===== config.mk =====
export PLATFORM = sky130hd
export DESIGN_NAME = ysyx_23060208_clint_axil
export DESIGN_NICKNAME = d
export VERILOG_FILES = /design/src/rtl/ysyx_23060208_clint_axil.sv
export SDC_FILE = /design/constraint.sdc
export NUM_CORES = 1
export LEC_CHECK = 0
export BUFFER_PORTS_ARGS = -buffer_cell sky130_fd_sc_hd__buf_2
export CAP_MARGIN = 0
export CORE_UTILIZATION = 50
export CTS_CLUSTER_DIAMETER = 40
export DETAILED_ROUTE_END_ITERATION = 7
export GPL_ROUTABILITY_DRIVEN = 0
export PLACE_DENSITY = 0.71
export SLEW_MARGIN = 20
export SYNTH_ARGS = -nofsm -noshare
export SYNTH_HDL_FRONTEND = slang
export SYNTH_SLANG_ARGS = --single-unit

===== constraint.sdc =====
create_clock -name clk -period 2.87 [get_ports clk]
set_input_delay 0.1435 -clock clk [delete_from_list [all_inputs] [get_ports clk]]
set_output_delay 0.1435 -clock clk [all_outputs]
set_load 0.05 [all_outputs]

===== src/rtl/ysyx_23060208_clint_axil.sv =====
// ---------------------------------------------------------------------------
// ysyx_23060208_clint_axil
//   AXI-Lite CLINT for the ysyx_23060208 core. Holds a 64-bit mtime with a
//   clock prescaler, an optional 64-bit mtimecmp and the msip bit, and drives
//   the machine timer / software interrupt lines into the CSR unit.
//
//   Build option: YSYX_CLINT_MTIMECMP_EN
//     defined   -> mtimecmp storage and a registered mtip are implemented.
//     undefined -> mtimecmp offsets read 0 / ignore writes (OKAY), mtip = 0.
//
// Parameters
//   DATA_WIDTH  AXI-Lite address/data width (32 only)
//   BASE_ADDR   base of the CLINT window
//   TICK_DIV    mtime advances once every TICK_DIV clocks (>= 1)
//
// Ports
//   clk, rst               single clock, synchronous active-high reset
//   clint_ar* / clint_r*   AXI-Lite read address / read data channels
//   clint_aw* / clint_w*   AXI-Lite write address / write data channels
//   clint_b*               AXI-Lite write response channel
//   mtip, msip             machine timer / software interrupt pending
//
// Register map (offset from BASE_ADDR, word-aligned addresses only):
//   0x0000 msip, 0x4000/0x4004 mtimecmp lo/hi, 0xBFF8/0xBFFC mtime lo/hi.
//   Anything else reads 0 and answers DECERR.
// ---------------------------------------------------------------------------
module ysyx_23060208_clint_axil #(
  parameter int          DATA_WIDTH = 32,
  parameter logic [31:0] BASE_ADDR  = 32'h0200_0000,
  parameter int          TICK_DIV   = 1
) (
  input  logic                  clk,
  input  logic                  rst,
  input  logic [DATA_WIDTH-1:0] clint_araddr,
  input  logic                  clint_arvalid,
  output logic                  clint_arready,
  output logic [DATA_WIDTH-1:0] clint_rdata,
  output logic [1:0]            clint_rresp,
  output logic                  clint_rvalid,
  input  logic                  clint_rready,
  input  logic [DATA_WIDTH-1:0] clint_awaddr,
  input  logic                  clint_awvalid,
  output logic                  clint_awready,
  input  logic [DATA_WIDTH-1:0] clint_wdata,
  input  logic [3:0]            clint_wstrb,
  input  logic                  clint_wvalid,
  output logic                  clint_wready,
  output logic [1:0]            clint_bresp,
  output logic                  clint_bvalid,
  input  logic                  clint_bready,
  output logic                  mtip,
  output logic                  msip
);

  localparam logic [1:0] RESP_OKAY   = 2'b00;
  localparam logic [1:0] RESP_DECERR = 2'b11;

  localparam logic [DATA_WIDTH-1:0] ADDR_MSIP  = BASE_ADDR + 32'h0000;
  localparam logic [DATA_WIDTH-1:0] ADDR_CMPLO = BASE_ADDR + 32'h4000;
  localparam logic [DATA_WIDTH-1:0] ADDR_CMPHI = BASE_ADDR + 32'h4004;
  localparam logic [DATA_WIDTH-1:0] ADDR_TLO   = BASE_ADDR + 32'hBFF8;
  localparam logic [DATA_WIDTH-1:0] ADDR_THI   = BASE_ADDR + 32'hBFFC;

  localparam logic [2:0] SEL_NONE  = 3'd0;
  localparam logic [2:0] SEL_MSIP  = 3'd1;
  localparam logic [2:0] SEL_CMPLO = 3'd2;
  localparam logic [2:0] SEL_CMPHI = 3'd3;
  localparam logic [2:0] SEL_TLO   = 3'd4;
  localparam logic [2:0] SEL_THI   = 3'd5;

  localparam logic R_IDLE = 1'b0;
  localparam logic R_RESP = 1'b1;

  localparam logic [1:0] W_IDLE    = 2'd0;
  localparam logic [1:0] W_WAIT_W  = 2'd1;
  localparam logic [1:0] W_WAIT_AW = 2'd2;
  localparam logic [1:0] W_RESP    = 2'd3;

  // Prescaler width; a 1-bit counter is kept even for TICK_DIV == 1.
  localparam int DIV_W = (TICK_DIV > 1) ? $clog2(TICK_DIV) : 1;
  localparam logic [DIV_W-1:0] DIV_LAST = DIV_W'(TICK_DIV - 1);

  function automatic logic [2:0] f_decode(input logic [DATA_WIDTH-1:0] a);
    if (a == ADDR_MSIP)  return SEL_MSIP;
    if (a == ADDR_CMPLO) return SEL_CMPLO;
    if (a == ADDR_CMPHI) return SEL_CMPHI;
    if (a == ADDR_TLO)   return SEL_TLO;
    if (a == ADDR_THI)   return SEL_THI;
    return SEL_NONE;
  endfunction

  function automatic logic [31:0] f_merge(input logic [31:0] old_w,
                                          input logic [31:0] new_w,
                                          input logic [3:0]  strb);
    logic [31:0] res;
    res = old_w;
    for (int i = 0; i < 4; i++)
      if (strb[i]) res[8*i +: 8] = new_w[8*i +: 8];
    return res;
  endfunction

  // -------------------------------------------------------------------------
  // State
  // -------------------------------------------------------------------------
  logic [63:0]           r_mtime;
  logic [DIV_W-1:0]      r_div_cnt;
  logic                  r_msip;

  logic                  r_rstate;
  logic [31:0]           r_rdata;
  logic [1:0]            r_rresp;

  logic [1:0]            r_wstate;
  logic [DATA_WIDTH-1:0] r_awaddr_q;
  logic [31:0]           r_wdata_q;
  logic [3:0]            r_wstrb_q;
  logic [1:0]            r_bresp;

`ifdef YSYX_CLINT_MTIMECMP_EN
  logic [63:0]           r_mtimecmp;
  logic                  r_mtip;
`endif

  // -------------------------------------------------------------------------
  // Prescaler
  // -------------------------------------------------------------------------
  logic        w_tick;
  logic [63:0] w_mtime_inc;

  assign w_tick      = (r_div_cnt == DIV_LAST);
  assign w_mtime_inc = r_mtime + {63'b0, w_tick};

  // -------------------------------------------------------------------------
  // Write channel handshakes
  // -------------------------------------------------------------------------
  logic                  w_aw_hs;
  logic                  w_w_hs;
  logic                  w_commit;
  logic [DATA_WIDTH-1:0] w_waddr;
  logic [31:0]           w_wdata;
  logic [3:0]            w_wstrb;
  logic [2:0]            w_wr_sel;
  logic [1:0]            w_wr_resp;

  assign clint_awready = (r_wstate == W_IDLE) || (r_wstate == W_WAIT_AW);
  assign clint_wready  = (r_wstate == W_IDLE) || (r_wstate == W_WAIT_W);
  assign clint_bvalid  = (r_wstate == W_RESP);
  assign clint_bresp   = r_bresp;

  assign w_aw_hs = clint_awvalid && clint_awready;
  assign w_w_hs  = clint_wvalid  && clint_wready;

  // The register update fires on the edge where the later of AW/W lands.
  assign w_commit = ((r_wstate == W_IDLE)    && w_aw_hs && w_w_hs) ||
                    ((r_wstate == W_WAIT_W)  && w_w_hs) ||
                    ((r_wstate == W_WAIT_AW) && w_aw_hs);

  // Whichever half arrived first was parked in the _q registers.
  assign w_waddr   = (r_wstate == W_WAIT_W)  ? r_awaddr_q : clint_awaddr;
  assign w_wdata   = (r_wstate == W_WAIT_AW) ? r_wdata_q  : clint_wdata;
  assign w_wstrb   = (r_wstate == W_WAIT_AW) ? r_wstrb_q  : clint_wstrb;
  assign w_wr_sel  = f_decode(w_waddr);
  assign w_wr_resp = (w_wr_sel == SEL_NONE) ? RESP_DECERR : RESP_OKAY;

  always_ff @(posedge clk) begin
    if (rst) begin
      r_wstate   <= W_IDLE;
      r_awaddr_q <= '0;
      r_wdata_q  <= '0;
      r_wstrb_q  <= '0;
      r_bresp    <= RESP_OKAY;
    end else begin
      case (r_wstate)
        W_IDLE: begin
          if (w_commit) begin
            r_wstate <= W_RESP;
            r_bresp  <= w_wr_resp;
          end else if (w_aw_hs) begin
            r_awaddr_q <= clint_awaddr;
            r_wstate   <= W_WAIT_W;
          end else if (w_w_hs) begin
            r_wdata_q <= clint_wdata;
            r_wstrb_q <= clint_wstrb;
            r_wstate  <= W_WAIT_AW;
          end
        end
        W_WAIT_W, W_WAIT_AW: begin
          if (w_commit) begin
            r_wstate <= W_RESP;
            r_bresp  <= w_wr_resp;
          end
        end
        W_RESP: if (clint_bready) r_wstate <= W_IDLE;
        default: r_wstate <= W_IDLE;
      endcase
    end
  end

  // -------------------------------------------------------------------------
  // mtime / prescaler / msip
  // -------------------------------------------------------------------------
  always_ff @(posedge clk) begin
    if (rst) begin
      r_mtime   <= '0;
      r_div_cnt <= '0;
      r_msip    <= 1'b0;
    end else begin
      r_mtime   <= w_mtime_inc;
      r_div_cnt <= w_tick ? '0 : r_div_cnt + 1'b1;
      if (w_commit) begin
        case (w_wr_sel)
          SEL_MSIP: if (w_wstrb[0]) r_msip <= w_wdata[0];
          // Unwritten bytes keep the incremented value; any mtime write
          // restarts the prescaler period.
          SEL_TLO: begin
            r_mtime[31:0] <= f_merge(w_mtime_inc[31:0], w_wdata, w_wstrb);
            r_div_cnt     <= '0;
          end
          SEL_THI: begin
            r_mtime[63:32] <= f_merge(w_mtime_inc[63:32], w_wdata, w_wstrb);
            r_div_cnt      <= '0;
          end
          default: ;
        endcase
      end
    end
  end

  assign msip = r_msip;

  // -------------------------------------------------------------------------
  // mtimecmp / mtip
  // -------------------------------------------------------------------------
`ifdef YSYX_CLINT_MTIMECMP_EN
  always_ff @(posedge clk) begin
    if (rst) begin
      r_mtimecmp <= '1;
      r_mtip     <= 1'b0;
    end else begin
      // Compares the values as they stood before this edge.
      r_mtip <= (r_mtime >= r_mtimecmp);
      if (w_commit) begin
        case (w_wr_sel)
          SEL_CMPLO: r_mtimecmp[31:0]  <= f_merge(r_mtimecmp[31:0],  w_wdata, w_wstrb);
          SEL_CMPHI: r_mtimecmp[63:32] <= f_merge(r_mtimecmp[63:32], w_wdata, w_wstrb);
          default: ;
        endcase
      end
    end
  end

  assign mtip = r_mtip;
`else
  assign mtip = 1'b0;
`endif

  // -------------------------------------------------------------------------
  // Read channel
  // -------------------------------------------------------------------------
  logic [2:0]  w_rd_sel;
  logic [31:0] w_rd_data;
  logic [1:0]  w_rd_resp;

  assign w_rd_sel  = f_decode(clint_araddr);
  assign w_rd_resp = (w_rd_sel == SEL_NONE) ? RESP_DECERR : RESP_OKAY;

  always_comb begin
    w_rd_data = '0;
    case (w_rd_sel)
      SEL_MSIP:  w_rd_data = {31'b0, r_msip};
`ifdef YSYX_CLINT_MTIMECMP_EN
      SEL_CMPLO: w_rd_data = r_mtimecmp[31:0];
      SEL_CMPHI: w_rd_data = r_mtimecmp[63:32];
`endif
      SEL_TLO:   w_rd_data = r_mtime[31:0];
      SEL_THI:   w_rd_data = r_mtime[63:32];
      default:   w_rd_data = '0;
    endcase
  end

  assign clint_arready = (r_rstate == R_IDLE);
  assign clint_rvalid  = (r_rstate == R_RESP);
  assign clint_rdata   = r_rdata;
  assign clint_rresp   = r_rresp;

  // Data is captured at the AR handshake, so a write landing on the same
  // edge is not visible to this read.
  always_ff @(posedge clk) begin
    if (rst) begin
      r_rstate <= R_IDLE;
      r_rdata  <= '0;
      r_rresp  <= RESP_OKAY;
    end else begin
      case (r_rstate)
        R_IDLE: begin
          if (clint_arvalid) begin
            r_rstate <= R_RESP;
            r_rdata  <= w_rd_data;
            r_rresp  <= w_rd_resp;
          end
        end
        R_RESP: if (clint_rready) r_rstate <= R_IDLE;
        default: r_rstate <= R_IDLE;
      endcase
    end
  end

endmodule

==> results of run 1 <==
-- cell families (layout without fill, tap and decap cells) --
kind of cell | count (synthesis) | after routing | share of synthesized area [%]
XOR/XNOR | 57 | 57 | 5.52
adder cells (fa/ha/maj) | 6 | 6 | 0.830
AO/OA/AOI/OAI | 227 | 227 | 17.1
multiplexers | 62 | 62 | 7.43
buffers and inverters | 84 | 307 | 4.00
other | 1 | 1 | 0.0415
flip-flops | 170 | 170 | 37.6
AND/OR/NAND/NOR | 477 | 477 | 27.4
-- registers in the layout (all words and copies together) (netlist names) --
register,count
clint_bresp,1
clint_rvalid,1
r_wstrb_q,4
r_wdata_q,32
clint_rresp,1
r_awaddr_q,32
msip,1
r_mtime,64
clint_rdata,32
r_wstate,2
-- where the power goes --
group	switching (uW)	internal (uW)
sequential	109	2510
combinational	1080	612
clock	990	1390
-- tightest hold or removal path, cell delays in order --
cell and delay, ps:
sky130_fd_sc_hd__buf_2 130, sky130_fd_sc_hd__nand2_1 60, sky130_fd_sc_hd__a21oi_1 60, sky130_fd_sc_hd__nor3_1 110
-- layer usage --
metal / share of wire (%) / track usage, %
met5: 0 / 0
met4: 2.5 / 10.7
met3: 7.2 / 6.04
met2: 46 / 47.4
met1: 44 / 40.5
-- worst paths after layout --
kind | from | endpoint | slack, ps | depth (start not counted)
max | r_wstate[0] | r_mtime[48] | 130 | 8
min | clint_awvalid | r_wstate[1] | 110 | 4
max reg2reg | r_wstate[0] | r_mtime[48] | 130 | 8
min reg2reg | r_wdata_q[26] | r_wdata_q[26] | 450 | 2
-- cell usage in the layout (no fill, tap or decap), types with 5 or more instances in the layout --
cell type / synthesis / final
sky130_fd_sc_hd__and2_1: 5 / 5
sky130_fd_sc_hd__xnor2_1: 40 / 40
sky130_fd_sc_hd__nand4_1: 40 / 40
sky130_fd_sc_hd__a221oi_1: 6 / 6
sky130_fd_sc_hd__and3_1: 13 / 13
sky130_fd_sc_hd__inv_1: 16 / 16
sky130_fd_sc_hd__buf_2: 7 / 147
sky130_fd_sc_hd__buf_4: 4 / 40
sky130_fd_sc_hd__a22oi_1: 32 / 32
sky130_fd_sc_hd__or3_1: 6 / 6
sky130_fd_sc_hd__mux2_2: 33 / 33
sky130_fd_sc_hd__or2_2: 6 / 6
sky130_fd_sc_hd__nor4_4: 5 / 5
sky130_fd_sc_hd__nand2_1: 162 / 162
sky130_fd_sc_hd__nor2b_1: 12 / 12
sky130_fd_sc_hd__a31oi_1: 6 / 6
sky130_fd_sc_hd__nor4_1: 25 / 25
sky130_fd_sc_hd__clkbuf_16: 0 / 17
sky130_fd_sc_hd__dlygate4sd3_1: 0 / 70
sky130_fd_sc_hd__dfxtp_1: 170 / 170
sky130_fd_sc_hd__mux2i_1: 27 / 27
sky130_fd_sc_hd__nand2b_1: 6 / 5
sky130_fd_sc_hd__a211oi_1: 37 / 37
sky130_fd_sc_hd__nand4b_1: 7 / 7
sky130_fd_sc_hd__nor4_2: 5 / 5
sky130_fd_sc_hd__nor4b_1: 8 / 7
sky130_fd_sc_hd__nand3_1: 34 / 34
sky130_fd_sc_hd__nor3_1: 28 / 27
sky130_fd_sc_hd__and4_1: 5 / 5
sky130_fd_sc_hd__a31o_2: 11 / 11
sky130_fd_sc_hd__xor2_1: 17 / 17
sky130_fd_sc_hd__o21a_1: 11 / 11
sky130_fd_sc_hd__nor2_1: 92 / 92
sky130_fd_sc_hd__a21oi_1: 96 / 96
-- final cells by class --
class	count	share of cell area (%)
Sequential cell	170	29.8
Tap cell	225	2.46
Clock inverter	14	1.49
Clock buffer	18	3.84
Multi-Input combinational cell	830	46.5
Timing Repair Buffer	258	15.4
Inverter	17	0.558
-- per-stage QoR --
stage               power (uW)  hold WS (ps)
floorplan                 3780           243
global placement          4220           331
detailed placement        4240           333
CTS                       6670          99.5
global route              6960           149
finish                    6700           114
-- what timing repair did --
item,in CTS,in global routing
pin swaps,1,1
hold endpoints to repair,69,0
hold buffers,70,0
gates cloned,0,0
resized for setup,1,5
endpoints found under the setup margin,1,53
buffers inserted,1,1
==> tab_implementation.tex, run 1 <==
\begin{tabular}{lr}
\hline
Metric & Value \\
\hline
\multicolumn{2}{l}{\textbf{STA}} \\
\quad Final Worst Setup Slack & 133 ps \\
\quad Setup Viol. Count Final & 0 \\
\quad Period utilisation layout & about 95\% \\
\quad RSZ-0062 raised after global routing & false \\
\quad Least-Margin Pin Slew & about 760 ps \\
\quad Aggregate negative setup slack & 0 ps \\
\quad Relative slew slack & 49.4\% \\
\quad Max-slew violation total from the final report & 0 \\
\quad Min Tclk post-route & 2740 ps \\
\quad Peak clock frequency supported by timing & 0.365 GHz \\
\quad Hold violation count in the final report & 0 \\
\quad Setup Skew & about 7.7 ps \\
\multicolumn{2}{l}{\textbf{GRT}} \\
\quad GRT Residual Overflow & 0 \\
\quad Initial antenna violation count & 0 \\
\quad Overall track demand over capacity in global routing & 30.0\% \\
\quad First-pass GRT wire length & 43500 um \\
\quad Via count of the first global-routing pass & 8237 \\
\quad Largest net degree at the start of global routing & 68 \\
\multicolumn{2}{l}{\textbf{Detailed routing}} \\
\quad Drt via density & approximately 6 \\
\quad Routed len/inst & 17.9 um \\
\quad Routed wire length & 27500 um \\
\quad DR pass1 iterations & 5 \\
\quad Count of routing violations after the opening detailed-route iteration & 772 \\
\quad Post-detailed-route DRC marker count & 0 \\
\quad Total number of vias & 9008 \\
\quad Post-detailed-route count of antenna-violating nets & 0 \\
\multicolumn{2}{l}{\textbf{Cells and area}} \\
\quad Layout Area Growth over Synthesis & 26.4\% \\
\quad Area of all placed cells without fillers & 11400 sq um \\
\quad Number of standard cells in the final layout excluding fillers & 1532 \\
\quad Fraction of layout cells with a size suffix above 1 & 23.7\% \\
\quad Filler cell count in the final layout & 1474 \\
\quad Footprint of the flip-flops and latches & 3400 sq um \\
\quad Antenna cells & 0 \\
\quad Final core utilization & 65.4\% \\
\quad Multi-input combinational cell area & 5310 sq um \\
\quad Final-stage net count & 1407 \\
\multicolumn{2}{l}{\textbf{Setup path}} \\
\quad Crit path largest cell delay & 580 ps \\
\quad Worst Path Arrival & just over 3000 ps \\
\quad Critical path startpoint category & flip-flop \\
\quad Library cell contributing the largest single delay on the critical path & sky130\_fd\_sc\_hd\_\_or4b\_4 \\
\quad Critical Path End Type & flip-flop \\
\quad Biggest fanout along the worst timing path & 10 \\
\quad Cells along the critical path & ha\_2, buf\_4, inv\_2, nor3\_2, o21ai\_0, or4b\_4, nor2\_2, a211oi\_1 \\
\quad Cell family with most CP delay & simple AND/OR/NAND/NOR gates \\
\quad Req. time, crit path & roughly 3200 ps \\
\quad Count of buffer and inverter cells on the critical path & 2 \\
\quad Type of the worst setup path & flip-flop to flip-flop \\
\multicolumn{2}{l}{\textbf{Floorplanning}} \\
\quad Overall die area & $\sim$19000 sq um \\
\quad Count of boundary I/O pins & 150 \\
\quad Area of the core region & about 17000 sq um \\
\quad Overall die width & 137 um \\
\quad Standard-cell row count & 48 \\
\quad Starting utilization of the core area & about half \\
\quad Die Y-Extent & 137 um \\
\multicolumn{2}{l}{\textbf{Clock tree}} \\
\quad Clk sinks & 170 \\
\quad TritonCTS clock tree & done \\
\quad Clock latency on the worst-skew pair & 440 ps \\
\quad Number of buffers inserted during clock tree synthesis & 17 \\
\quad Reg clk slew, reported paths & 70 ps \\
\quad Cell at the root of the clock tree & sky130\_fd\_sc\_hd\_\_clkbuf\_16 \\
\quad Maximum level of the CTS H-tree & 4 \\
\quad Worst-case clock buffer depth & 2 \\
\multicolumn{2}{l}{\textbf{Yosys}} \\
\quad Top\_reg\_cell synth & sky130\_fd\_sc\_hd\_\_dfxtp\_1 \\
\quad Syn\_nets & 1197 \\
\quad Ys async rst share & 0\% \\
\quad Sequential cell area fraction in the yosys report & 37.6\% \\
\quad Most area-consuming cells after synthesis & sky130\_fd\_sc\_hd\_\_dfxtp\_1, sky130\_fd\_sc\_hd\_\_nand2\_1, sky130\_fd\_sc\_hd\_\_a21oi\_1, sky130\_fd\_sc\_hd\_\_mux2\_2, sky130\_fd\_sc\_hd\_\_xnor2\_1 \\
\quad Mapped Area & 9040 sq um \\
\quad Syn\_area\_per\_cell & 8.34 sq um \\
\quad Number of register bits inferred by synthesis & 170 \\
\quad Synthesized instance count & 1084 \\
\quad Cell taking the most area after synthesis & sky130\_fd\_sc\_hd\_\_dfxtp\_1 \\
\quad Cell with the most instances after synthesis & sky130\_fd\_sc\_hd\_\_dfxtp\_1 \\
\quad Syn. warnings & 0 \\
\quad Top cells by count, synth & sky130\_fd\_sc\_hd\_\_dfxtp\_1, sky130\_fd\_sc\_hd\_\_nand2\_1, sky130\_fd\_sc\_hd\_\_a21oi\_1, sky130\_fd\_sc\_hd\_\_nor2\_1, sky130\_fd\_sc\_hd\_\_clkbuf\_1 \\
\quad Count of flip-flops with a built-in enable after synthesis & 0 \\
\quad Synth unique cells & 67 \\
\quad Area fraction of the dominant cell type after synthesis & 37.6\% \\
\multicolumn{2}{l}{\textbf{Power and ir drop}} \\
\quad Leakage dissipation & 0.00429 uW \\
\quad Pwr Density & 587 nW/um\^{}2 \\
\quad Max rail drop VDD & 0.443 mV \\
\multicolumn{2}{l}{\textbf{Run status}} \\
\quad Run status & completed \\
\multicolumn{2}{l}{\textbf{Placement}} \\
\quad Post-DP Area & 10100 sq um \\
\quad Port-buffer cells & 148 \\
\quad Dpl ws & 67.4 ps \\
\quad Placed cell count & 1428 \\
\quad Final HPWL DP & between 15000 and 20000 um \\
\multicolumn{2}{l}{\textbf{Flow run}} \\
\quad Maximum capacitance violations & 0 \\
\multicolumn{2}{l}{\textbf{Hold path}} \\
\quad Worst min path class & input port to flip-flop \\
\hline
\end{tabular}
No activity file was read; power rests on OpenSTA's default activity.
==> inputs of run 2 (changes only) <==
--- a/config.mk
+++ b/config.mk
@@ -5,13 +5,14 @@
 export SDC_FILE = /design/constraint.sdc
 export NUM_CORES = 1
 export LEC_CHECK = 0
-export BUFFER_PORTS_ARGS = -buffer_cell sky130_fd_sc_hd__buf_2
+export ABC_AREA = 1
 export CAP_MARGIN = 0
 export CORE_UTILIZATION = 50
 export CTS_CLUSTER_DIAMETER = 40
 export DETAILED_ROUTE_END_ITERATION = 7
+export DONT_BUFFER_PORTS = 1
 export GPL_ROUTABILITY_DRIVEN = 0
-export PLACE_DENSITY = 0.71
+export PLACE_DENSITY = 0.64
 export SLEW_MARGIN = 20
 export SYNTH_ARGS = -nofsm -noshare
 export SYNTH_HDL_FRONTEND = slang
==> tab_implementation.tex, run 2 <==
\begin{tabular}{lr}
\hline
Metric & Value \\
\hline
\multicolumn{2}{l}{\textbf{Run status}} \\
\quad Run status & completed (unchanged) \\
\multicolumn{2}{l}{\textbf{GRT}} \\
\quad Global-route met1 utilization & 46.5\% (was 40.5\%) \\
\quad Overall track demand over capacity in global routing & 31.9\% (was 30.0\%) \\
\quad GRT met3 Usage & 6.28\% (was 6.04\%) \\
\quad Via count of the first global-routing pass & 10700 (was 8237) \\
\quad Grt met2 use & 47.0\% (was 47.4\%) \\
\quad Largest net degree at the start of global routing & 107 (was 68) \\
\quad First-pass GRT wire length & 55700 um (was 43500 um) \\
\quad Initial antenna violation count & 0 (unchanged) \\
\quad GRT Residual Overflow & 0 (unchanged) \\
\quad Gr busiest metal & met2 (unchanged) \\
\multicolumn{2}{l}{\textbf{STA}} \\
\quad Least-Margin Pin Slew & 836 ps (was 759 ps) \\
\quad Period utilisation layout & 91.3\% (was 95.4\%) \\
\quad Min Tclk post-route & 2620 ps (was 2740 ps) \\
\quad Max-slew violation total from the final report & 0 (unchanged) \\
\quad Final Worst Setup Slack & 249 ps (was 133 ps) \\
\quad Hold violation count in the final report & 0 (unchanged) \\
\quad Peak clock frequency supported by timing & 0.381 GHz (was 0.365 GHz) \\
\quad Setup Viol. Count Final & 0 (unchanged) \\
\quad Relative slew slack & 43.9\% (was 49.4\%) \\
\quad Setup Skew & 12.9 ps (was 7.68 ps) \\
\quad Aggregate negative setup slack & 0 ps (unchanged) \\
\quad RSZ-0062 raised after global routing & false (unchanged) \\
\multicolumn{2}{l}{\textbf{Clock tree}} \\
\quad Reg clk slew, reported paths & 70 ps (about the same) \\
\quad Maximum level of the CTS H-tree & 4 (unchanged) \\
\quad TritonCTS clock tree & done (unchanged) \\
\quad Worst-case clock buffer depth & 2 (unchanged) \\
\quad Clk sinks & 170 (unchanged) \\
\quad Clock latency on the worst-skew pair & 440 ps (about the same) \\
\quad Cell at the root of the clock tree & sky130\_fd\_sc\_hd\_\_clkbuf\_16 (unchanged) \\
\quad Number of buffers inserted during clock tree synthesis & 17 (unchanged) \\
\multicolumn{2}{l}{\textbf{Flow run}} \\
\quad Maximum capacitance violations & 0 (unchanged) \\
\multicolumn{2}{l}{\textbf{Yosys}} \\
\quad Syn\_area\_per\_cell & 5.99 sq um (was 8.34 sq um) \\
\quad Ys async rst share & 0\% (unchanged) \\
\quad Cell taking the most area after synthesis & sky130\_fd\_sc\_hd\_\_dfxtp\_1 (unchanged) \\
\quad Top\_reg\_cell synth & sky130\_fd\_sc\_hd\_\_dfxtp\_1 (unchanged) \\
\quad Cell with the most instances after synthesis & sky130\_fd\_sc\_hd\_\_nand2\_1 (was sky130\_fd\_sc\_hd\_\_dfxtp\_1) \\
\quad Synthesized instance count & 1828 (was 1084) \\
\quad Number of register bits inferred by synthesis & 170 (unchanged) \\
\quad Most area-consuming cells after synthesis & sky130\_fd\_sc\_hd\_\_dfxtp\_1, sky130\_fd\_sc\_hd\_\_nand2\_1, sky130\_fd\_sc\_hd\_\_nor2\_1, sky130\_fd\_sc\_hd\_\_a21oi\_1, sky130\_fd\_sc\_hd\_\_inv\_1 (was sky130\_fd\_sc\_hd\_\_dfxtp\_1, sky130\_fd\_sc\_hd\_\_nand2\_1, sky130\_fd\_sc\_hd\_\_a21oi\_1, sky130\_fd\_sc\_hd\_\_mux2\_2, sky130\_fd\_sc\_hd\_\_xnor2\_1) \\
\quad Sequential cell area fraction in the yosys report & 31.1\% (was 37.6\%) \\
\quad Mapped Area & 11000 sq um (was 9040 sq um) \\
\quad Area fraction of the dominant cell type after synthesis & 31.1\% (was 37.6\%) \\
\quad Syn\_nets & 1941 (was 1197) \\
\quad Top cells by count, synth & sky130\_fd\_sc\_hd\_\_nand2\_1, sky130\_fd\_sc\_hd\_\_nor2\_1, sky130\_fd\_sc\_hd\_\_dfxtp\_1, sky130\_fd\_sc\_hd\_\_inv\_1, sky130\_fd\_sc\_hd\_\_a21oi\_1 (was sky130\_fd\_sc\_hd\_\_dfxtp\_1, sky130\_fd\_sc\_hd\_\_nand2\_1, sky130\_fd\_sc\_hd\_\_a21oi\_1, sky130\_fd\_sc\_hd\_\_nor2\_1, sky130\_fd\_sc\_hd\_\_clkbuf\_1) \\
\quad Syn. warnings & 0 (unchanged) \\
\quad Count of flip-flops with a built-in enable after synthesis & 0 (unchanged) \\
\quad Synth unique cells & 46 (was 67) \\
\multicolumn{2}{l}{\textbf{Cells and area}} \\
\quad Number of flip-flops under the largest register name & 64 (unchanged) \\
\quad Most frequent standard cell in the layout excluding fill and tap cells & sky130\_fd\_sc\_hd\_\_nand2\_1 (was sky130\_fd\_sc\_hd\_\_dfxtp\_1) \\
\quad Most used cells in the layout excluding fill and tap cells & sky130\_fd\_sc\_hd\_\_nand2\_1, sky130\_fd\_sc\_hd\_\_nor2\_1, sky130\_fd\_sc\_hd\_\_dfxtp\_1, sky130\_fd\_sc\_hd\_\_inv\_1, sky130\_fd\_sc\_hd\_\_a21oi\_1 (was sky130\_fd\_sc\_hd\_\_dfxtp\_1, sky130\_fd\_sc\_hd\_\_nand2\_1, sky130\_fd\_sc\_hd\_\_buf\_2, sky130\_fd\_sc\_hd\_\_a21oi\_1, sky130\_fd\_sc\_hd\_\_nor2\_1) \\
\quad Layout Area Growth over Synthesis & 14.3\% (was 26.4\%) \\
\quad Filler cell count in the final layout & 2162 (was 1474) \\
\quad Final-stage net count & 1987 (was 1407) \\
\quad Register ranked first by flip-flop count & r\_mtime (unchanged) \\
\quad Antenna cells & 0 (unchanged) \\
\quad Fraction of layout cells with a size suffix above 1 & 7.79\% (was 23.7\%) \\
\multicolumn{2}{l}{\textbf{Setup path}} \\
\quad Critical path startpoint category & flip-flop (unchanged) \\
\quad Type of the worst setup path & flip-flop to flip-flop (unchanged) \\
\quad Biggest fanout along the worst timing path & 18 (was 10) \\
\quad R2R depth & 12 (was 8) \\
\quad Critical Path End Type & flip-flop (unchanged) \\
\quad Req. time, crit path & 3200 ps (was 3160 ps) \\
\quad Worst Path Arrival & 2950 ps (was 3030 ps) \\
\multicolumn{2}{l}{\textbf{Placement}} \\
\quad Dpl ws & 314 ps (was 67.4 ps) \\
\quad Port-buffer cells & 0 (was 148) \\
\quad Final HPWL DP & 25500 um (was 18800 um) \\
\multicolumn{2}{l}{\textbf{Floorplanning}} \\
\quad Die Y-Extent & 150 um (was 137 um) \\
\quad Area of the core region & 21200 sq um (was 17500 sq um) \\
\quad Overall die width & 150 um (was 137 um) \\
\quad Standard-cell row count & 53 (was 48) \\
\quad Overall die area & 22500 sq um (was 18600 sq um) \\
\quad Count of boundary I/O pins & 150 (unchanged) \\
\quad Starting utilization of the core area & 51.6\% (was 51.8\%) \\
\multicolumn{2}{l}{\textbf{Power and ir drop}} \\
\quad Leakage dissipation & 0.00510 uW (was 0.00429 uW) \\
\quad Pwr Density & 631 nW/um\^{}2 (was 587 nW/um\^{}2) \\
\quad Max rail drop VDD & 0.677 mV (was 0.443 mV) \\
\multicolumn{2}{l}{\textbf{Detailed routing}} \\
\quad Drt via density & 5.43 (was 5.88) \\
\quad Post-detailed-route DRC marker count & 0 (unchanged) \\
\quad DR pass1 iterations & 5 (unchanged) \\
\quad Post-detailed-route count of antenna-violating nets & 0 (unchanged) \\
\quad Routed wire length & 34800 um (was 27500 um) \\
\quad Count of routing violations after the opening detailed-route iteration & 1180 (was 772) \\
\quad Total number of vias & 11700 (was 9008) \\
\quad Routed len/inst & 16.1 um (was 17.9 um) \\
\multicolumn{2}{l}{\textbf{Hold path}} \\
\quad Worst min path class & input port to flip-flop (unchanged) \\
\quad Worst Hold Path Cells & 4 (unchanged) \\
\hline
\end{tabular}
## run 2: changes by cell type after synthesis, sizes merged, moves of 35 or more
cell | before | now
inv | 17 | 148
a21oi | 96 | 141
o21ai | 4 | 104
a211oi | 41 | 1
nand2 | 164 | 708
mux2 | 35 | 0
nand3 | 34 | 91
nor2 | 94 | 235
## run 2: path summary, 6_finish.rpt
check | start | end | slack (ps)
max | r_wstate[1] | r_mtime[37] | 250
min | clint_wdata[5] | r_wdata_q[5] | 7
max reg2reg | r_wstate[1] | r_mtime[37] | 250
min reg2reg | r_wdata_q[25] | r_wdata_q[25] | 450
## run 2: logic make-up (layout without fill, tap and decap cells)
group	Yosys count	in the layout	synth area share (%)
buf+inv	230	289	9.04
compound gates	249	249	12.7
fa+ha+maj	6	6	0.685
flops	170	170	31.1
xor+xnor	34	34	2.72
other cells	1	1	0.0342
simple gates	1138	1138	43.7
## run 2: per-layer routing
layer | up-vias | wire length [um]
li1 | 5873 | -
met1 | 5288 | 16700
met2 | 510 | 14200
met3 | 58 | 3230
met4 | 0 | 697
met5 | - | 0
## run 2: final cells by class
type	instances	area [sq um]	area share (%)
Clock buffer	18	429	3.43
Clock inverter	14	183	1.46
Inverter	155	589	4.71
Multi-Input combinational cell	1428	6570	52.5
Sequential cell	170	3400	27.2
Tap cell	275	344	2.75
Timing Repair Buffer	102	997	7.97
## run 2: per-stage QoR
stage	instances	power, uW	cell area [sq um]	utilization, %	hold WS [ps]
6_report	2162	7890	12500	59.0	6.74
5_1_grt	2162	8350	12500	59.0	34.5
4_1_cts	2162	7870	12500	58.9	9.23
3_5_place_dp	2061	5300	11200	52.7	239
3_3_place_gp	2061	5270	11200	52.7	236
2_1_floorplan	1828	4660	11000	-	309
## run 2: timing repair
item,in CTS,in global routing
setup buffers,0,0
endpoints found under the setup margin,0,9
endpoints found under the hold margin,148,0
hold buffers,69,0
gates resized for setup,0,2
## run 2: report_power, final
| part | internal [uW] | total [uW] | switching (uW) |
|---|---|---|---|
| sequential | 2620 | 2730 | 114 |
| combinational | 799 | 2670 | 1870 |
| clock | 1400 | 2490 | 1100 |
## run 2: critical path: stages, from the launching register on
cell and delay [ps]:
sky130_fd_sc_hd__dfxtp_1 350, sky130_fd_sc_hd__inv_1 120, sky130_fd_sc_hd__ha_1 210, sky130_fd_sc_hd__nand2_1 80, sky130_fd_sc_hd__inv_2 260, sky130_fd_sc_hd__o21ai_2 130
sky130_fd_sc_hd__nand2_2 170, sky130_fd_sc_hd__inv_2 210, sky130_fd_sc_hd__nor2_1 310, sky130_fd_sc_hd__nand3_4 180, sky130_fd_sc_hd__inv_2 170, sky130_fd_sc_hd__nor2_1 50
sky130_fd_sc_hd__nor3_1 260
==> inputs of run 3 (changes only) <==
--- a/config.mk
+++ b/config.mk
@@ -11,8 +11,7 @@
 export CTS_CLUSTER_DIAMETER = 40
 export DETAILED_ROUTE_END_ITERATION = 7
 export DONT_BUFFER_PORTS = 1
-export GPL_ROUTABILITY_DRIVEN = 0
-export PLACE_DENSITY = 0.64
+export PLACE_DENSITY = 0.68
 export SLEW_MARGIN = 20
 export SYNTH_ARGS = -nofsm -noshare
 export SYNTH_HDL_FRONTEND = slang
==> tab_implementation.tex, run 3 (synthesis results as in run 2) <==
\begin{tabular}{lr}
\hline
Metric & Value \\
\hline
\multicolumn{2}{l}{\textbf{STA}} \\
\quad RSZ-0062 raised after global routing & false (unchanged) \\
\quad Aggregate negative setup slack & 0 ps (unchanged) \\
\quad Setup Viol. Count Final & 0 (unchanged) \\
\quad Hold slack & 13.1 ps (was 6.74 ps) \\
\quad Hold violation count in the final report & 0 (unchanged) \\
\quad Setup Skew & 12.8 ps (was 12.9 ps) \\
\quad Peak clock frequency supported by timing & 0.384 GHz (was 0.381 GHz) \\
\quad Relative slew slack & 35.2\% (was 43.9\%) \\
\quad Min Tclk post-route & 2600 ps (was 2620 ps) \\
\quad Max-slew violation total from the final report & 0 (unchanged) \\
\quad Final Worst Setup Slack & 268 ps (was 249 ps) \\
\quad Least-Margin Pin Slew & 966 ps (was 836 ps) \\
\quad Period utilisation layout & 90.7\% (was 91.3\%) \\
\multicolumn{2}{l}{\textbf{Placement}} \\
\quad Dpl ws & 329 ps (was 314 ps) \\
\quad Routability congestion estimate & 0.942 \\
\quad Final HPWL DP & 26300 um (was 25500 um) \\
\quad Port-buffer cells & 0 (unchanged) \\
\quad Post-DP Area & 11200 sq um (about the same) \\
\multicolumn{2}{l}{\textbf{GRT}} \\
\quad GRT Residual Overflow & 0 (unchanged) \\
\quad Largest net degree at the start of global routing & 107 (unchanged) \\
\quad Via count of the first global-routing pass & 10200 (was 10700) \\
\quad Overall track demand over capacity in global routing & 32.1\% (was 31.9\%) \\
\quad First-pass GRT wire length & 55300 um (was 55700 um) \\
\quad Initial antenna violation count & 0 (unchanged) \\
\multicolumn{2}{l}{\textbf{Hold path}} \\
\quad Worst min path class & input port to flip-flop (unchanged) \\
\multicolumn{2}{l}{\textbf{Detailed routing}} \\
\quad Uppermost metal layer occupied by signal nets & met4 (unchanged) \\
\quad Count of routing violations after the opening detailed-route iteration & 1097 (was 1180) \\
\quad Post-detailed-route count of antenna-violating nets & 0 (unchanged) \\
\quad Post-detailed-route DRC marker count & 0 (unchanged) \\
\quad Wire length on met2 & 15300 um (was 14200 um) \\
\quad Total number of vias & 11700 (about the same) \\
\quad Routed wire length & 36000 um (was 34800 um) \\
\quad Routed len/inst & 16.7 um (was 16.1 um) \\
\quad Drt via density & 5.41 (was 5.43) \\
\quad Routed length on met3 & 2700 um (was 3230 um) \\
\quad DR pass1 iterations & 7 (was 5) \\
\quad Detailed-routing wirelength on met1 & 17500 um (was 16700 um) \\
\multicolumn{2}{l}{\textbf{Cells and area}} \\
\quad Filler cell count in the final layout & 2058 (was 2162) \\
\quad Multi-input combinational cell area & 6560 sq um (was 6570 sq um) \\
\quad Most frequent standard cell in the layout excluding fill and tap cells & sky130\_fd\_sc\_hd\_\_nand2\_1 (unchanged) \\
\quad Footprint of the flip-flops and latches & 3400 sq um (unchanged) \\
\quad Final-stage net count & 1984 (was 1987) \\
\quad Fraction of layout cells with a size suffix above 1 & 7.70\% (was 7.79\%) \\
\quad Most used cells in the layout excluding fill and tap cells & sky130\_fd\_sc\_hd\_\_nand2\_1, sky130\_fd\_sc\_hd\_\_nor2\_1, sky130\_fd\_sc\_hd\_\_dfxtp\_1, sky130\_fd\_sc\_hd\_\_inv\_1, sky130\_fd\_sc\_hd\_\_a21oi\_1 (unchanged) \\
\quad Area of all placed cells without fillers & 12500 sq um (about the same) \\
\quad Antenna cells & 0 (unchanged) \\
\quad Layout Area Growth over Synthesis & 13.8\% (was 14.3\%) \\
\quad Register ranked first by flip-flop count & r\_mtime (unchanged) \\
\quad Final core utilization & 58.7\% (was 59.0\%) \\
\quad Number of flip-flops under the largest register name & 64 (unchanged) \\
\multicolumn{2}{l}{\textbf{Setup path}} \\
\quad Req. time, crit path & 3210 ps (was 3200 ps) \\
\quad Library cell contributing the largest single delay on the critical path & sky130\_fd\_sc\_hd\_\_dfxtp\_1 (unchanged) \\
\quad Count of buffer and inverter cells on the critical path & 4 (unchanged) \\
\quad Biggest fanout along the worst timing path & 21 (was 18) \\
\quad Cell family with most CP delay & simple AND/OR/NAND/NOR gates (unchanged) \\
\quad Worst Path Arrival & 2940 ps (was 2950 ps) \\
\quad Type of the worst setup path & flip-flop to flip-flop (unchanged) \\
\quad Critical Path End Type & flip-flop (unchanged) \\
\quad Crit path largest cell delay & 340 ps (was 350 ps) \\
\quad Critical path startpoint category & flip-flop (unchanged) \\
\quad Cells along the critical path & inv\_1, ha\_1, buf\_12, inv\_8, nand2\_1, o21ai\_0, nor3\_1, nand2\_1, nor2\_8, nand3\_4, inv\_2, nor2\_1, nor3\_1 (was inv\_1, ha\_1, nand2\_1, inv\_2, o21ai\_2, nand2\_2, inv\_2, nor2\_1, nand3\_4, inv\_2, nor2\_1, nor3\_1) \\
\multicolumn{2}{l}{\textbf{Floorplanning}} \\
\quad Area of the core region & 21200 sq um (unchanged) \\
\quad Overall die width & 150 um (unchanged) \\
\quad Starting utilization of the core area & 51.6\% (unchanged) \\
\quad Count of boundary I/O pins & 150 (unchanged) \\
\quad Standard-cell row count & 53 (unchanged) \\
\quad Overall die area & 22500 sq um (unchanged) \\
\quad Die Y-Extent & 150 um (unchanged) \\
\multicolumn{2}{l}{\textbf{Clock tree}} \\
\quad Reg clk slew, reported paths & 80 ps (was 70 ps) \\
\quad Post-CTS setup buffers & 0 (unchanged) \\
\quad Clk sinks & 170 (unchanged) \\
\quad Number of buffers inserted during clock tree synthesis & 17 (unchanged) \\
\quad Maximum level of the CTS H-tree & 4 (unchanged) \\
\quad TritonCTS clock tree & done (unchanged) \\
\quad Worst-case clock buffer depth & 2 (unchanged) \\
\quad Clock latency on the worst-skew pair & 450 ps (was 440 ps) \\
\quad Cell at the root of the clock tree & sky130\_fd\_sc\_hd\_\_clkbuf\_16 (unchanged) \\
\multicolumn{2}{l}{\textbf{Power and ir drop}} \\
\quad Leakage dissipation & 0.00507 uW (was 0.00510 uW) \\
\quad Max rail drop VDD & 0.805 mV (was 0.677 mV) \\
\quad Pwr Density & 618 nW/um\^{}2 (was 631 nW/um\^{}2) \\
\multicolumn{2}{l}{\textbf{Flow run}} \\
\quad Maximum capacitance violations & 0 (unchanged) \\
\multicolumn{2}{l}{\textbf{Run status}} \\
\quad Run status & completed (unchanged) \\
\hline
\end{tabular}
-- run 3: cell count changes in the layout (fill, tap and decap cells not counted), moves of 2 or more --
| cell | previous run | this run |
|---|---|---|
| sky130_fd_sc_hd__clkinv_2 | 2 | 0 |
| sky130_fd_sc_hd__inv_8 | 3 | 5 |
| sky130_fd_sc_hd__buf_4 | 29 | 26 |
| sky130_fd_sc_hd__clkinv_8 | 0 | 2 |
| sky130_fd_sc_hd__inv_6 | 5 | 3 |
| sky130_fd_sc_hd__clkinv_4 | 1 | 5 |
| sky130_fd_sc_hd__bufinv_16 | 3 | 0 |
-- run 3: layer usage --
| layer | up-vias | global-route usage [%] |
|---|---|---|
| met4 | 0 | 7.88 |
| met5 | - | 0 |
| met1 | 5297 | 47.8 |
| met3 | 54 | 4.05 |
| met2 | 451 | 48.4 |
| li1 | 5877 | - |
-- run 3: where the power goes --
part           switching [uW]  total [uW]  internal (uW)  leakage (uW)
clock                    1160        2320           1160      0.000282
combinational            1890        2660            770       0.00341
sequential                116        2730           2610       0.00138
total                    3160        7700           4540       0.00507
-- run 3: cell type report --
cell class,instances,share of cell area (%)
repair buffers,99,7.89
multi-input cells,1428,52.6
well taps,275,2.76
flip-flops and latches,170,27.3
inverters,155,4.73
clock buffers,17,3.41
clock inverters,15,1.25
-- run 3: what timing repair did --
action,in CTS,in global routing
hold buffers,69,0
setup endpoints to repair,0,0
hold endpoints to repair,148,0
gates resized for setup,0,0
-- run 3: worst paths after layout --
check,startpoint,to,slack [ps],cells past startpoint
max reg2reg,r_wstate[1],r_mtime[37],270,13
min,clint_wdata[5],r_wdata_q[5],10,4
max,r_wstate[1],r_mtime[37],270,13
min reg2reg,r_wstrb_q[3],r_wstrb_q[3],450,2
-- run 3: stage by stage --
step	power, uW	cells
floorplan	4660	1828
global placement	5220	2058
detailed placement	5260	2058
CTS	7660	2159
global route	8090	2159
finish	7700	2159
-- run 3: tightest hold or removal path, stage by stage --
cell                      delay [ps]
sky130_fd_sc_hd__inv_1            40
sky130_fd_sc_hd__nor2_1          120
sky130_fd_sc_hd__a21oi_1          50
sky130_fd_sc_hd__nor2_1           70
